**src/rtl/decode_cycle_if.sv**
```systemverilog
// decode_cycle_if
// Bundles the decode stage's pipeline-facing signals:
//   IF/ID inputs    : InstrD, PCD, PCPlus4D
//   hazard control  : flushE (in), Rs1D/Rs2D (out, combinational)
//   writeback port  : RegWriteW, RDW, ResultW
//   ID/EX outputs   : registered controls, operands and register indices
// modport slave  : the decode stage itself
// modport master : the surrounding pipeline (or a testbench)
interface decode_cycle_if;
  logic [31:0] InstrD;
  logic [31:0] PCD;
  logic [31:0] PCPlus4D;
  logic        flushE;
  logic        RegWriteW;
  logic [4:0]  RDW;
  logic [31:0] ResultW;

  logic [4:0]  Rs1D;
  logic [4:0]  Rs2D;

  logic        RegWriteE;
  logic        MemWriteE;
  logic        JumpE;
  logic        BranchE;
  logic        ALUSrcE;
  logic        ALUSrcAE;
  logic [1:0]  ResultSrcE;
  logic [3:0]  ALUControlE;
  logic [2:0]  funct3E;
  logic [31:0] RD1E;
  logic [31:0] RD2E;
  logic [31:0] ImmExtE;
  logic [31:0] PCE;
  logic [31:0] PCPlus4E;
  logic [4:0]  RdE;
  logic [4:0]  Rs1E;
  logic [4:0]  Rs2E;
  logic        IllegalE;

  modport slave (
    input  InstrD, PCD, PCPlus4D, flushE, RegWriteW, RDW, ResultW,
    output Rs1D, Rs2D,
    output RegWriteE, MemWriteE, JumpE, BranchE, ALUSrcE, ALUSrcAE,
    output ResultSrcE, ALUControlE, funct3E, RD1E, RD2E, ImmExtE,
    output PCE, PCPlus4E, RdE, Rs1E, Rs2E, IllegalE
  );

  modport master (
    output InstrD, PCD, PCPlus4D, flushE, RegWriteW, RDW, ResultW,
    input  Rs1D, Rs2D,
    input  RegWriteE, MemWriteE, JumpE, BranchE, ALUSrcE, ALUSrcAE,
    input  ResultSrcE, ALUControlE, funct3E, RD1E, RD2E, ImmExtE,
    input  PCE, PCPlus4E, RdE, Rs1E, Rs2E, IllegalE
  );
endinterface

```
**src/rtl/decode_cycle.sv**
```systemverilog
// decode_cycle
// RV32I decode stage: control decode, immediate generation, 32x32 register
// file with writeback write port and write-through bypass, and the ID/EX
// pipeline register.
// Ports:
//   clk  : pipeline clock, rising edge
//   rst  : asynchronous active-low reset (clears ID/EX and the register file)
//   bus  : decode_cycle_if.slave (IF/ID inputs, writeback, flush, ID/EX outputs)
module decode_cycle (
  input logic           clk,
  input logic           rst,
  decode_cycle_if.slave bus
);

  localparam logic [6:0] OP_R      = 7'b0110011;
  localparam logic [6:0] OP_I_ALU  = 7'b0010011;
  localparam logic [6:0] OP_LOAD   = 7'b0000011;
  localparam logic [6:0] OP_STORE  = 7'b0100011;
  localparam logic [6:0] OP_BRANCH = 7'b1100011;
  localparam logic [6:0] OP_JAL    = 7'b1101111;
  localparam logic [6:0] OP_JALR   = 7'b1100111;
  localparam logic [6:0] OP_LUI    = 7'b0110111;
  localparam logic [6:0] OP_AUIPC  = 7'b0010111;

  localparam logic [3:0] ALU_ADD  = 4'h0;
  localparam logic [3:0] ALU_SUB  = 4'h1;
  localparam logic [3:0] ALU_AND  = 4'h2;
  localparam logic [3:0] ALU_OR   = 4'h3;
  localparam logic [3:0] ALU_XOR  = 4'h4;
  localparam logic [3:0] ALU_SLT  = 4'h5;
  localparam logic [3:0] ALU_SLTU = 4'h6;
  localparam logic [3:0] ALU_SLL  = 4'h7;
  localparam logic [3:0] ALU_SRL  = 4'h8;
  localparam logic [3:0] ALU_SRA  = 4'h9;
  localparam logic [3:0] ALU_PASSB = 4'hA;

  logic [31:0] instr;
  logic [6:0]  opcode;
  logic [2:0]  funct3;
  logic        funct7b5;
  logic [4:0]  rs1, rs2, rd;

  assign instr    = bus.InstrD;
  assign opcode   = instr[6:0];
  assign funct3   = instr[14:12];
  assign funct7b5 = instr[30];
  assign rs1      = instr[19:15];
  assign rs2      = instr[24:20];
  assign rd       = instr[11:7];

  assign bus.Rs1D = rs1;
  assign bus.Rs2D = rs2;

  // One-hot instruction class
  logic is_r, is_i, is_load, is_store, is_branch, is_jal, is_jalr, is_lui, is_auipc;

  always_comb begin
    is_r      = (opcode == OP_R);
    is_i      = (opcode == OP_I_ALU);
    is_load   = (opcode == OP_LOAD);
    is_store  = (opcode == OP_STORE);
    is_branch = (opcode == OP_BRANCH);
    is_jal    = (opcode == OP_JAL);
    is_jalr   = (opcode == OP_JALR);
    is_lui    = (opcode == OP_LUI);
    is_auipc  = (opcode == OP_AUIPC);
  end

  // funct3 -> ALU op; alt selects SUB (funct3=0) or SRA (funct3=5)
  function automatic logic [3:0] alu_op(input logic [2:0] f3, input logic alt);
    logic [3:0] op;
    case (f3)
      3'd0:    op = alt ? ALU_SUB : ALU_ADD;
      3'd1:    op = ALU_SLL;
      3'd2:    op = ALU_SLT;
      3'd3:    op = ALU_SLTU;
      3'd4:    op = ALU_XOR;
      3'd5:    op = alt ? ALU_SRA : ALU_SRL;
      3'd6:    op = ALU_OR;
      default: op = ALU_AND;
    endcase
    return op;
  endfunction

  logic       reg_write_d, mem_write_d, jump_d, branch_d, alu_src_d, alu_src_a_d;
  logic [1:0] result_src_d;
  logic [3:0] alu_ctrl_d;
  logic       illegal_d;

  always_comb begin
    reg_write_d  = 1'b0;
    mem_write_d  = 1'b0;
    jump_d       = 1'b0;
    branch_d     = 1'b0;
    alu_src_d    = 1'b0;
    alu_src_a_d  = 1'b0;
    result_src_d = 2'b00;
    alu_ctrl_d   = ALU_ADD;
    illegal_d    = 1'b0;
    if (is_r) begin
      reg_write_d = 1'b1;
      alu_ctrl_d  = alu_op(funct3, funct7b5);
    end else if (is_i) begin
      reg_write_d = 1'b1;
      alu_src_d   = 1'b1;
      // instr[30] is an immediate bit for ADDI, so only shifts may see it
      alu_ctrl_d  = alu_op(funct3, (funct3 == 3'd5) && funct7b5);
    end else if (is_load) begin
      reg_write_d  = 1'b1;
      alu_src_d    = 1'b1;
      result_src_d = 2'b01;
    end else if (is_store) begin
      mem_write_d = 1'b1;
      alu_src_d   = 1'b1;
    end else if (is_branch) begin
      branch_d   = 1'b1;
      alu_ctrl_d = ALU_SUB;
    end else if (is_jal) begin
      jump_d       = 1'b1;
      reg_write_d  = 1'b1;
      result_src_d = 2'b10;
    end else if (is_jalr) begin
      jump_d       = 1'b1;
      reg_write_d  = 1'b1;
      alu_src_d    = 1'b1;
      result_src_d = 2'b10;
    end else if (is_lui) begin
      reg_write_d = 1'b1;
      alu_src_d   = 1'b1;
      alu_ctrl_d  = ALU_PASSB;
    end else if (is_auipc) begin
      reg_write_d = 1'b1;
      alu_src_d   = 1'b1;
      alu_src_a_d = 1'b1;
    end else begin
      illegal_d = 1'b1;
    end
  end

  // Immediate generation; R-type and illegal opcodes yield 0
  logic [31:0] imm_d;

  always_comb begin
    imm_d = 32'd0;
    if (is_i || is_load || is_jalr)
      imm_d = {{20{instr[31]}}, instr[31:20]};
    else if (is_store)
      imm_d = {{20{instr[31]}}, instr[31:25], instr[11:7]};
    else if (is_branch)
      imm_d = {{19{instr[31]}}, instr[31], instr[7], instr[30:25], instr[11:8], 1'b0};
    else if (is_lui || is_auipc)
      imm_d = {instr[31:12], 12'd0};
    else if (is_jal)
      imm_d = {{11{instr[31]}}, instr[31], instr[19:12], instr[20], instr[30:21], 1'b0};
  end

  // Register file; entry 0 is never written and is masked on read
  logic [31:0] rf [32];
  logic        wb_en;

  assign wb_en = bus.RegWriteW && (bus.RDW != 5'd0);

  always_ff @(posedge clk or negedge rst) begin
    if (!rst) begin
      for (int i = 0; i < 32; i++) rf[i] <= 32'd0;
    end else if (wb_en) begin
      rf[bus.RDW] <= bus.ResultW;
    end
  end

  logic [31:0] rd1_d, rd2_d;

  // Write-through: a same-cycle writeback to the read index wins over storage
  always_comb begin
    rd1_d = 32'd0;
    if (rs1 != 5'd0) rd1_d = (wb_en && (bus.RDW == rs1)) ? bus.ResultW : rf[rs1];
  end

  always_comb begin
    rd2_d = 32'd0;
    if (rs2 != 5'd0) rd2_d = (wb_en && (bus.RDW == rs2)) ? bus.ResultW : rf[rs2];
  end

  // ID/EX register. A flush zeroes controls and indices; data still loads.
  always_ff @(posedge clk or negedge rst) begin
    if (!rst) begin
      bus.RegWriteE   <= 1'b0;
      bus.MemWriteE   <= 1'b0;
      bus.JumpE       <= 1'b0;
      bus.BranchE     <= 1'b0;
      bus.ALUSrcE     <= 1'b0;
      bus.ALUSrcAE    <= 1'b0;
      bus.ResultSrcE  <= 2'b00;
      bus.ALUControlE <= 4'h0;
      bus.IllegalE    <= 1'b0;
      bus.RdE         <= 5'd0;
      bus.Rs1E        <= 5'd0;
      bus.Rs2E        <= 5'd0;
      bus.funct3E     <= 3'd0;
      bus.RD1E        <= 32'd0;
      bus.RD2E        <= 32'd0;
      bus.ImmExtE     <= 32'd0;
      bus.PCE         <= 32'd0;
      bus.PCPlus4E    <= 32'd0;
    end else begin
      bus.funct3E  <= funct3;
      bus.RD1E     <= rd1_d;
      bus.RD2E     <= rd2_d;
      bus.ImmExtE  <= imm_d;
      bus.PCE      <= bus.PCD;
      bus.PCPlus4E <= bus.PCPlus4D;
      if (bus.flushE) begin
        bus.RegWriteE   <= 1'b0;
        bus.MemWriteE   <= 1'b0;
        bus.JumpE       <= 1'b0;
        bus.BranchE     <= 1'b0;
        bus.ALUSrcE     <= 1'b0;
        bus.ALUSrcAE    <= 1'b0;
        bus.ResultSrcE  <= 2'b00;
        bus.ALUControlE <= 4'h0;
        bus.IllegalE    <= 1'b0;
        bus.RdE         <= 5'd0;
        bus.Rs1E        <= 5'd0;
        bus.Rs2E        <= 5'd0;
      end else begin
        bus.RegWriteE   <= reg_write_d;
        bus.MemWriteE   <= mem_write_d;
        bus.JumpE       <= jump_d;
        bus.BranchE     <= branch_d;
        bus.ALUSrcE     <= alu_src_d;
        bus.ALUSrcAE    <= alu_src_a_d;
        bus.ResultSrcE  <= result_src_d;
        bus.ALUControlE <= alu_ctrl_d;
        bus.IllegalE    <= illegal_d;
        bus.RdE         <= rd;
        bus.Rs1E        <= rs1;
        bus.Rs2E        <= rs2;
      end
    end
  end

endmodule
```
**src/flat_wrapper.sv**
```systemverilog
// flat-port wrapper written by rule: the top's interface ports become plain ports
module decode_cycle_flat 
  (clk, rst, bus_InstrD, bus_PCD, bus_PCPlus4D, bus_flushE, bus_RegWriteW, bus_RDW, bus_ResultW, bus_Rs1D, bus_Rs2D, bus_RegWriteE, bus_MemWriteE, bus_JumpE, bus_BranchE, bus_ALUSrcE, bus_ALUSrcAE, bus_ResultSrcE, bus_ALUControlE, bus_funct3E, bus_RD1E, bus_RD2E, bus_ImmExtE, bus_PCE, bus_PCPlus4E, bus_RdE, bus_Rs1E, bus_Rs2E, bus_IllegalE);
  decode_cycle_if bus_i ();
  input logic clk;
  input logic rst;
  input wire logic [$bits(bus_i.InstrD)-1:0] bus_InstrD;
  input wire logic [$bits(bus_i.PCD)-1:0] bus_PCD;
  input wire logic [$bits(bus_i.PCPlus4D)-1:0] bus_PCPlus4D;
  input wire logic [$bits(bus_i.flushE)-1:0] bus_flushE;
  input wire logic [$bits(bus_i.RegWriteW)-1:0] bus_RegWriteW;
  input wire logic [$bits(bus_i.RDW)-1:0] bus_RDW;
  input wire logic [$bits(bus_i.ResultW)-1:0] bus_ResultW;
  output wire logic [$bits(bus_i.Rs1D)-1:0] bus_Rs1D;
  output wire logic [$bits(bus_i.Rs2D)-1:0] bus_Rs2D;
  output wire logic [$bits(bus_i.RegWriteE)-1:0] bus_RegWriteE;
  output wire logic [$bits(bus_i.MemWriteE)-1:0] bus_MemWriteE;
  output wire logic [$bits(bus_i.JumpE)-1:0] bus_JumpE;
  output wire logic [$bits(bus_i.BranchE)-1:0] bus_BranchE;
  output wire logic [$bits(bus_i.ALUSrcE)-1:0] bus_ALUSrcE;
  output wire logic [$bits(bus_i.ALUSrcAE)-1:0] bus_ALUSrcAE;
  output wire logic [$bits(bus_i.ResultSrcE)-1:0] bus_ResultSrcE;
  output wire logic [$bits(bus_i.ALUControlE)-1:0] bus_ALUControlE;
  output wire logic [$bits(bus_i.funct3E)-1:0] bus_funct3E;
  output wire logic [$bits(bus_i.RD1E)-1:0] bus_RD1E;
  output wire logic [$bits(bus_i.RD2E)-1:0] bus_RD2E;
  output wire logic [$bits(bus_i.ImmExtE)-1:0] bus_ImmExtE;
  output wire logic [$bits(bus_i.PCE)-1:0] bus_PCE;
  output wire logic [$bits(bus_i.PCPlus4E)-1:0] bus_PCPlus4E;
  output wire logic [$bits(bus_i.RdE)-1:0] bus_RdE;
  output wire logic [$bits(bus_i.Rs1E)-1:0] bus_Rs1E;
  output wire logic [$bits(bus_i.Rs2E)-1:0] bus_Rs2E;
  output wire logic [$bits(bus_i.IllegalE)-1:0] bus_IllegalE;
  assign bus_i.InstrD = bus_InstrD;
  assign bus_i.PCD = bus_PCD;
  assign bus_i.PCPlus4D = bus_PCPlus4D;
  assign bus_i.flushE = bus_flushE;
  assign bus_i.RegWriteW = bus_RegWriteW;
  assign bus_i.RDW = bus_RDW;
  assign bus_i.ResultW = bus_ResultW;
  assign bus_Rs1D = bus_i.Rs1D;
  assign bus_Rs2D = bus_i.Rs2D;
  assign bus_RegWriteE = bus_i.RegWriteE;
  assign bus_MemWriteE = bus_i.MemWriteE;
  assign bus_JumpE = bus_i.JumpE;
  assign bus_BranchE = bus_i.BranchE;
  assign bus_ALUSrcE = bus_i.ALUSrcE;
  assign bus_ALUSrcAE = bus_i.ALUSrcAE;
  assign bus_ResultSrcE = bus_i.ResultSrcE;
  assign bus_ALUControlE = bus_i.ALUControlE;
  assign bus_funct3E = bus_i.funct3E;
  assign bus_RD1E = bus_i.RD1E;
  assign bus_RD2E = bus_i.RD2E;
  assign bus_ImmExtE = bus_i.ImmExtE;
  assign bus_PCE = bus_i.PCE;
  assign bus_PCPlus4E = bus_i.PCPlus4E;
  assign bus_RdE = bus_i.RdE;
  assign bus_Rs1E = bus_i.Rs1E;
  assign bus_Rs2E = bus_i.Rs2E;
  assign bus_IllegalE = bus_i.IllegalE;
  decode_cycle u_core (.clk(clk), .rst(rst), .bus(bus_i));
endmodule
```
**config.mk**
```make
export PLATFORM = sky130hd
export DESIGN_NAME = decode_cycle_flat
export DESIGN_NICKNAME = d
export VERILOG_FILES = /design/src/rtl/decode_cycle_if.sv /design/src/rtl/decode_cycle.sv /design/src/flat_wrapper.sv
export SDC_FILE = /design/constraint.sdc
export NUM_CORES = 2
export LEC_CHECK = 0
export ABC_AREA = 1
export BUFFER_PORTS_ARGS = -buffer_cell sky130_fd_sc_hd__clkbuf_2
export CAP_MARGIN = 20
export CORE_UTILIZATION = 40
export CTS_CLUSTER_SIZE = 30
export DETAILED_ROUTE_END_ITERATION = 10
export GPL_ROUTABILITY_DRIVEN = 0
export PLACE_DENSITY = 0.54
export SLEW_MARGIN = 20
export SYNTH_ARGS = -nofsm -noshare
export SYNTH_HDL_FRONTEND = slang
export SYNTH_SLANG_ARGS = --single-unit
```
**constraint.sdc**
```tcl
create_clock -name clk -period 1.57 [get_ports clk]
set_clock_uncertainty 0.15 [all_clocks]
set_input_delay 0.0785 -clock clk [delete_from_list [all_inputs] [get_ports clk]]
set_output_delay 0.0785 -clock clk [all_outputs]
set_load 0.02 [all_outputs]
```
; Yosys cells after proc, flatten, opt, wreduce, memory -nomap -nowiden
; Cells that the tools add are included.
[totals]
reg_bits = 1215
input_bits = 137
word_cells = 185
[op_classes]
order_cmp = 4
n_eq_ne = 17
mux = 99
bitwise = 3
reduce_logical = 12
[op_table]
columns = cell, count
row1 = bitwise mux 1024 bit, 1
row2 = 2-to-1 mux 32 bit, 14
row3 = binary-select mux 32 bit (select 5 bit), 2
row4 = demux 32 bit (select 5 bit), 1
row5 = 2-to-1 mux 1 bit, 59
row6 = case mux 4 bit (7 select lines), 2
row7 = 2-to-1 mux 4 bit, 9
row8 = == test 7 x 6 -> 1 bit (second input constant), 3
row9 = == test 7 bit (second input constant), 3
row10 = greater-or-equal comparator 6 bit (second input constant), 3
row11 = NOT 5 -> 6 bit, 3
row12 = 2-to-1 mux 2 bit, 8
row13 = 2-to-1 mux 5 bit, 3
row14 = nonzero test 5 bit, 3
row15 = == test 7 x 5 -> 1 bit (second input constant), 2
row16 = == test 5 bit, 2
row17 = == test 3 bit (second input constant), 3
row18 = == test 7 x 2 -> 1 bit (second input constant), 1
row19 = == test 3 x 2 -> 1 bit (second input constant), 2
row20 = less-than comparator 6 x 1 -> 1 bit (second input constant), 1
row21 = logical AND 1 bit, 5
row22 = == test 3 x 1 -> 1 bit (second input constant), 1
row23 = logical NOT 3 bit, 1
row24 = logical OR 1 bit, 3

; Logic depth before layout (Yosys ltp)
[depth]
depth_word = 11
depth_mapped = 13

; Least setup slack after synthesis
; No wires, ideal clock.
[synth_path]
path_type = in2reg
from = input port bus_RDW[2]
to = register u_core.bus.RD1E[29]
t_arrival_ns = 1.376
path_slack_ns = -0.077
path_stages = 9
n_path_buf = 2
cell_sequence = buf_2 inv_2 nand2_1 nand4_1 nor3_4 nand2_2 buf_2 o21ai_0 nor2_1
[synth_via]
elab_chain_cells = 5
[synth_lines]
columns = item, line_no
row1 = "start, declared", flat_wrapper.sv:12  ; input wire logic [$bits(bus_i.RDW)-1:0] bus_RDW;
row2 = nonzero test 5 bit, decode_cycle.sv:161  ; assign wb_en = bus.RegWriteW && (bus.RDW != 5'd0);
row3 = logical AND 1 bit, decode_cycle.sv:161
row4 = logical AND 1 bit *, decode_cycle.sv:176  ; if (rs1 != 5'd0) rd1_d = (wb_en && (bus.RDW == rs1)) ? bus.ResultW : rf[rs1];
row5 = 2-to-1 mux 32 bit * (2 in a row), decode_cycle.sv:176
row6 = via u_core.rd1_d[29], decode_cycle.sv:171  ; logic [31:0] rd1_d, rd2_d;
row7 = "end signal, assigned", decode_cycle.sv:207  ; bus.RD1E <= rd1_d;
row8 = "end, declared", decode_cycle_if.sv:44  ; output ResultSrcE, ALUControlE, funct3E, RD1E, RD2E, ImmExtE,
; Mark *: on every way through the listed nets, which the timed path passes. The rest lies on a longest branch.
; A chain may end at the register's enable or synchronous reset.

; Worst setup path after layout
[layout_path]
from = input port bus_InstrD[24]
to = output port bus_Rs2D[4]
[layout_lines]
columns = item, line_no
row1 = "start, declared", flat_wrapper.sv:7  ; input wire logic [$bits(bus_i.InstrD)-1:0] bus_InstrD;
row2 = "end, declared", flat_wrapper.sv:15  ; output wire logic [$bits(bus_i.Rs2D)-1:0] bus_Rs2D;
; No word-level cell between the ends.

==> results.sh <==
export IMPL_clock_fmax_ghz=0.5585
export IMPL_cts_root_buf="clkbuf_16"
export IMPL_fp_dieArea_um2=163100
export IMPL_rows=147
export IMPL_final_cell_mix="nand2_1, o21ai_0, dfrtp_1, nand3_1, inv_1"
export IMPL_power_mw=96.45
export IMPL_clk_path_buf_depth=3
export IMPL_clock_latency_ns=0.81
export IMPL_path_class="in -> out"
export IMPL_wl_um=282100
export IMPL_synth_distinct_cells=32
export IMPL_viasPerCell=5.541
export IMPL_max_slew_margin_rel=0.5340
export IMPL_setup_viol=58
export IMPL_hold_ws_ns=-0.03499
export IMPL_cts_sinks=1214
export IMPL_vdd_drop_max_mv=1.194
export IMPL_finalMaxSlewViolations=0
export IMPL_final_min_clock_period_ns=1.790
export IMPL_ant_nets=0
export IMPL_dpl_hpwl_um=177300
export IMPL_wire_per_inst_um=23.51
export IMPL_drtIter0Drc=7977
export IMPL_h_tree_depth=4
export IMPL_hold_viol_final=4
export IMPL_violations="hold timing, setup timing"
export IMPL_syn_area_um2=64580
export IMPL_antenna_found_initial=8
export IMPL_worstMarginPinSlew_ns=0.6990
export IMPL_cts_tree="built"
export IMPL_dp_cells=11406
export IMPL_fin_crit_sh=1.140
export IMPL_syn_nets=9159
export IMPL_rsz0062_at_grt="yes"
export IMPL_ys_seq_area_frac=0.4704
export IMPL_grt_ovfl_total=0
export IMPL_initial_core_util=0.4027
export IMPL_area_growth_pct=31.17
export IMPL_worstPathMaxFanout=5
export IMPL_grt_pass1_vias=62653
export IMPL_vias=66479
export IMPL_synth_seq_cells=1214
export IMPL_cp_arrival_ns=1.56
export IMPL_yosysWarnings=0
export IMPL_io_buffer_count=337
export IMPL_numCtsBuffers=147
export IMPL_cellLeakagePower_nw=41.88
export IMPL_worstHoldPathType="in -> reg"
export IMPL_dr_pass1_iters=8
export IMPL_end_kind="output pin"
export IMPL_grt_start_max_net_pins=98
export IMPL_dieHeight_um=403.8
export IMPL_core_area_um2=160400
export IMPL_syn_avg_cell_area_um2=7.159
export IMPL_drive_gt1_frac=0.1551
export IMPL_fill_cells=15267
export IMPL_grt_pass1_wl_um=413000
export IMPL_max_cap_violations=0
export IMPL_status="complete, but fails checks"
export IMPL_synthCells=9022
export IMPL_clk_pin_slew_ns=0.06
export IMPL_track_usage=0.3378
export IMPL_worstPathRequired_ns=1.34
export IMPL_final_common_cell="nand2_1"
export IMPL_startpoint_type="input port"
export IMPL_powerDensity_nw_per_um2=1139
export IMPL_nNetsFinal=9854
export IMPL_fin_ws_ns=-0.2205
export IMPL_fin_cells=11998
export IMPL_drc=0
export IMPL_die_w_um=403.8
export IMPL_ios=338
[final timing paths]
check | from | cells after the start | slack [ns] | end
worst max-delay path | bus_InstrD[24] | 5 | -0.22 | bus_Rs2D[4]
worst min-delay path | bus_InstrD[0] | 8 | -0.03 | u_core.bus.ImmExtE[2]
min in group asynchronous | rst | 4 | 0.29 | u_core.bus.RdE[0]
worst min register to register | u_core.rf[1016] | 0 | 0.22 | u_core.rf[1016]
worst max register to register | u_core.rf[239] | 9 | 0 | u_core.bus.RD1E[15]
max in group asynchronous | rst | 6 | 0.10 | u_core.bus.RD2E[22]
[flip-flops by register name, indices dropped and copies added, names as in the netlist, 32 cells and up]
signal               cells
u_core.bus.RD2E         32
u_core.bus.ImmExtE      32
u_core.bus.RD1E         32
u_core.bus.PCPlus4E     32
u_core.rf             1024
u_core.bus.PCE          32
[cells by family (layout without fill, tap and decap cells)]
logic type             Yosys count  after routing  share of synthesized area
AND/OR/NAND/NOR               4434           4434                     0.2842
AO/OA/AOI/OAI                 1768           1768                     0.1474
buffers and inverters         1599           2413                    0.09704
flip-flops                    1214           1214                     0.4704
XOR/XNOR                         7              7                  0.0009493
other                            0              2                          0
[per-layer routing]
| layer | track usage | vias up | wire length [um] |
|---|---|---|---|
| met4 | 0.1422 | 8 | 12620 |
| met1 | 0.4671 | 32074 | 117700 |
| met3 | 0.05707 | 665 | 25470 |
| met2 | 0.5224 | 3340 | 126200 |
| li1 | - | 30392 | - |
| met5 | 0 | - | 55 |
[cell type report]
type / instances / area [um^2] / area share
clock buffers: 218 / 4363 / 0.05150
multi-input cells: 6209 / 28640 / 0.3381
diodes: 2 / 5.005 / 0.00005908
clock inverters: 50 / 621.8 / 0.007341
inverters: 820 / 3136 / 0.03701
flip-flops and latches: 1214 / 30400 / 0.3589
well taps: 2160 / 2703 / 0.03190
repair buffers: 1325 / 14840 / 0.1752
[metrics by stage]
| stage | setup TNS [ns] | hold slack, ns | setup WS [ns] | util | cell area, um^2 |
|---|---|---|---|---|---|
| detailed placement | -146.12 | -0.1919 | -0.3871 | 0.4651 | 74590 |
| global route | -6.465 | -0.004143 | -0.2145 | 0.5282 | 84710 |
| finish | -3.080 | -0.03499 | -0.2205 | 0.5282 | 84710 |
| floorplan | -16.79 | -0.3671 | -0.04465 | - | 64650 |
| CTS | -35.45 | -0.03030 | -0.2744 | 0.5165 | 82830 |
| global placement | -142.01 | -0.1954 | -0.4159 | 0.4651 | 74590 |
[worst max-delay path, cell delays in order]
cell,delay [ns]
clkbuf_2,0.21
buf_12,0.14
dlygate4sd3_1,0.68
buf_4,0.24
clkbuf_2,0.19
[where the power goes]
group	internal (mW)	leakage (nW)	switching, mW	total, mW
combinational	8.29	23.9	12.3	20.6
clock	21.1	2.45	14.6	35.7
sequential	36.5	15.5	3.66	40.2
total	65.9	41.9	30.6	96.5
[synthesized netlist by cell type, drive strengths merged]
| library cell | count | share of area |
|---|---|---|
| nand3 | 1114 | 0.086 |
| clkbuf | 523 | 0.030 |
| nand2 | 2827 | 0.16 |
| nor3 | 16 | 0.0023 |
| a21oi | 192 | 0.015 |
| a21boi | 1 | 0.00012 |
| buf | 256 | 0.019 |
| nor4 | 2 | 0.00066 |
| o21ai | 1309 | 0.10 |
| a41oi | 1 | 0.00014 |
| xor2 | 3 | 0.00041 |
| nand4 | 3 | 0.00029 |
| or2 | 57 | 0.0055 |
| a211oi | 1 | 0.00012 |
| clkinv | 3 | 0.00017 |
| o211ai | 257 | 0.030 |
| o221ai | 1 | 0.00014 |
| o31ai | 1 | 0.00012 |
| inv | 817 | 0.047 |
| xnor2 | 4 | 0.00054 |
| dfrtp | 1214 | 0.47 |
| a31oi | 2 | 0.00019 |
| o2111ai | 3 | 0.00041 |
| nor2 | 415 | 0.024 |
[timing repair]
item                                    in CTS  in global routing
resized for setup                           87                667
endpoints found under the setup margin     197               1033
setup buffers                                4                 24
gates cloned                                 0                  8
hold buffers                               288                 13
endpoints found under the hold margin     2396                 50
pin swaps                                    9                 69
Note: power is estimated with default switching activity, not from simulation.
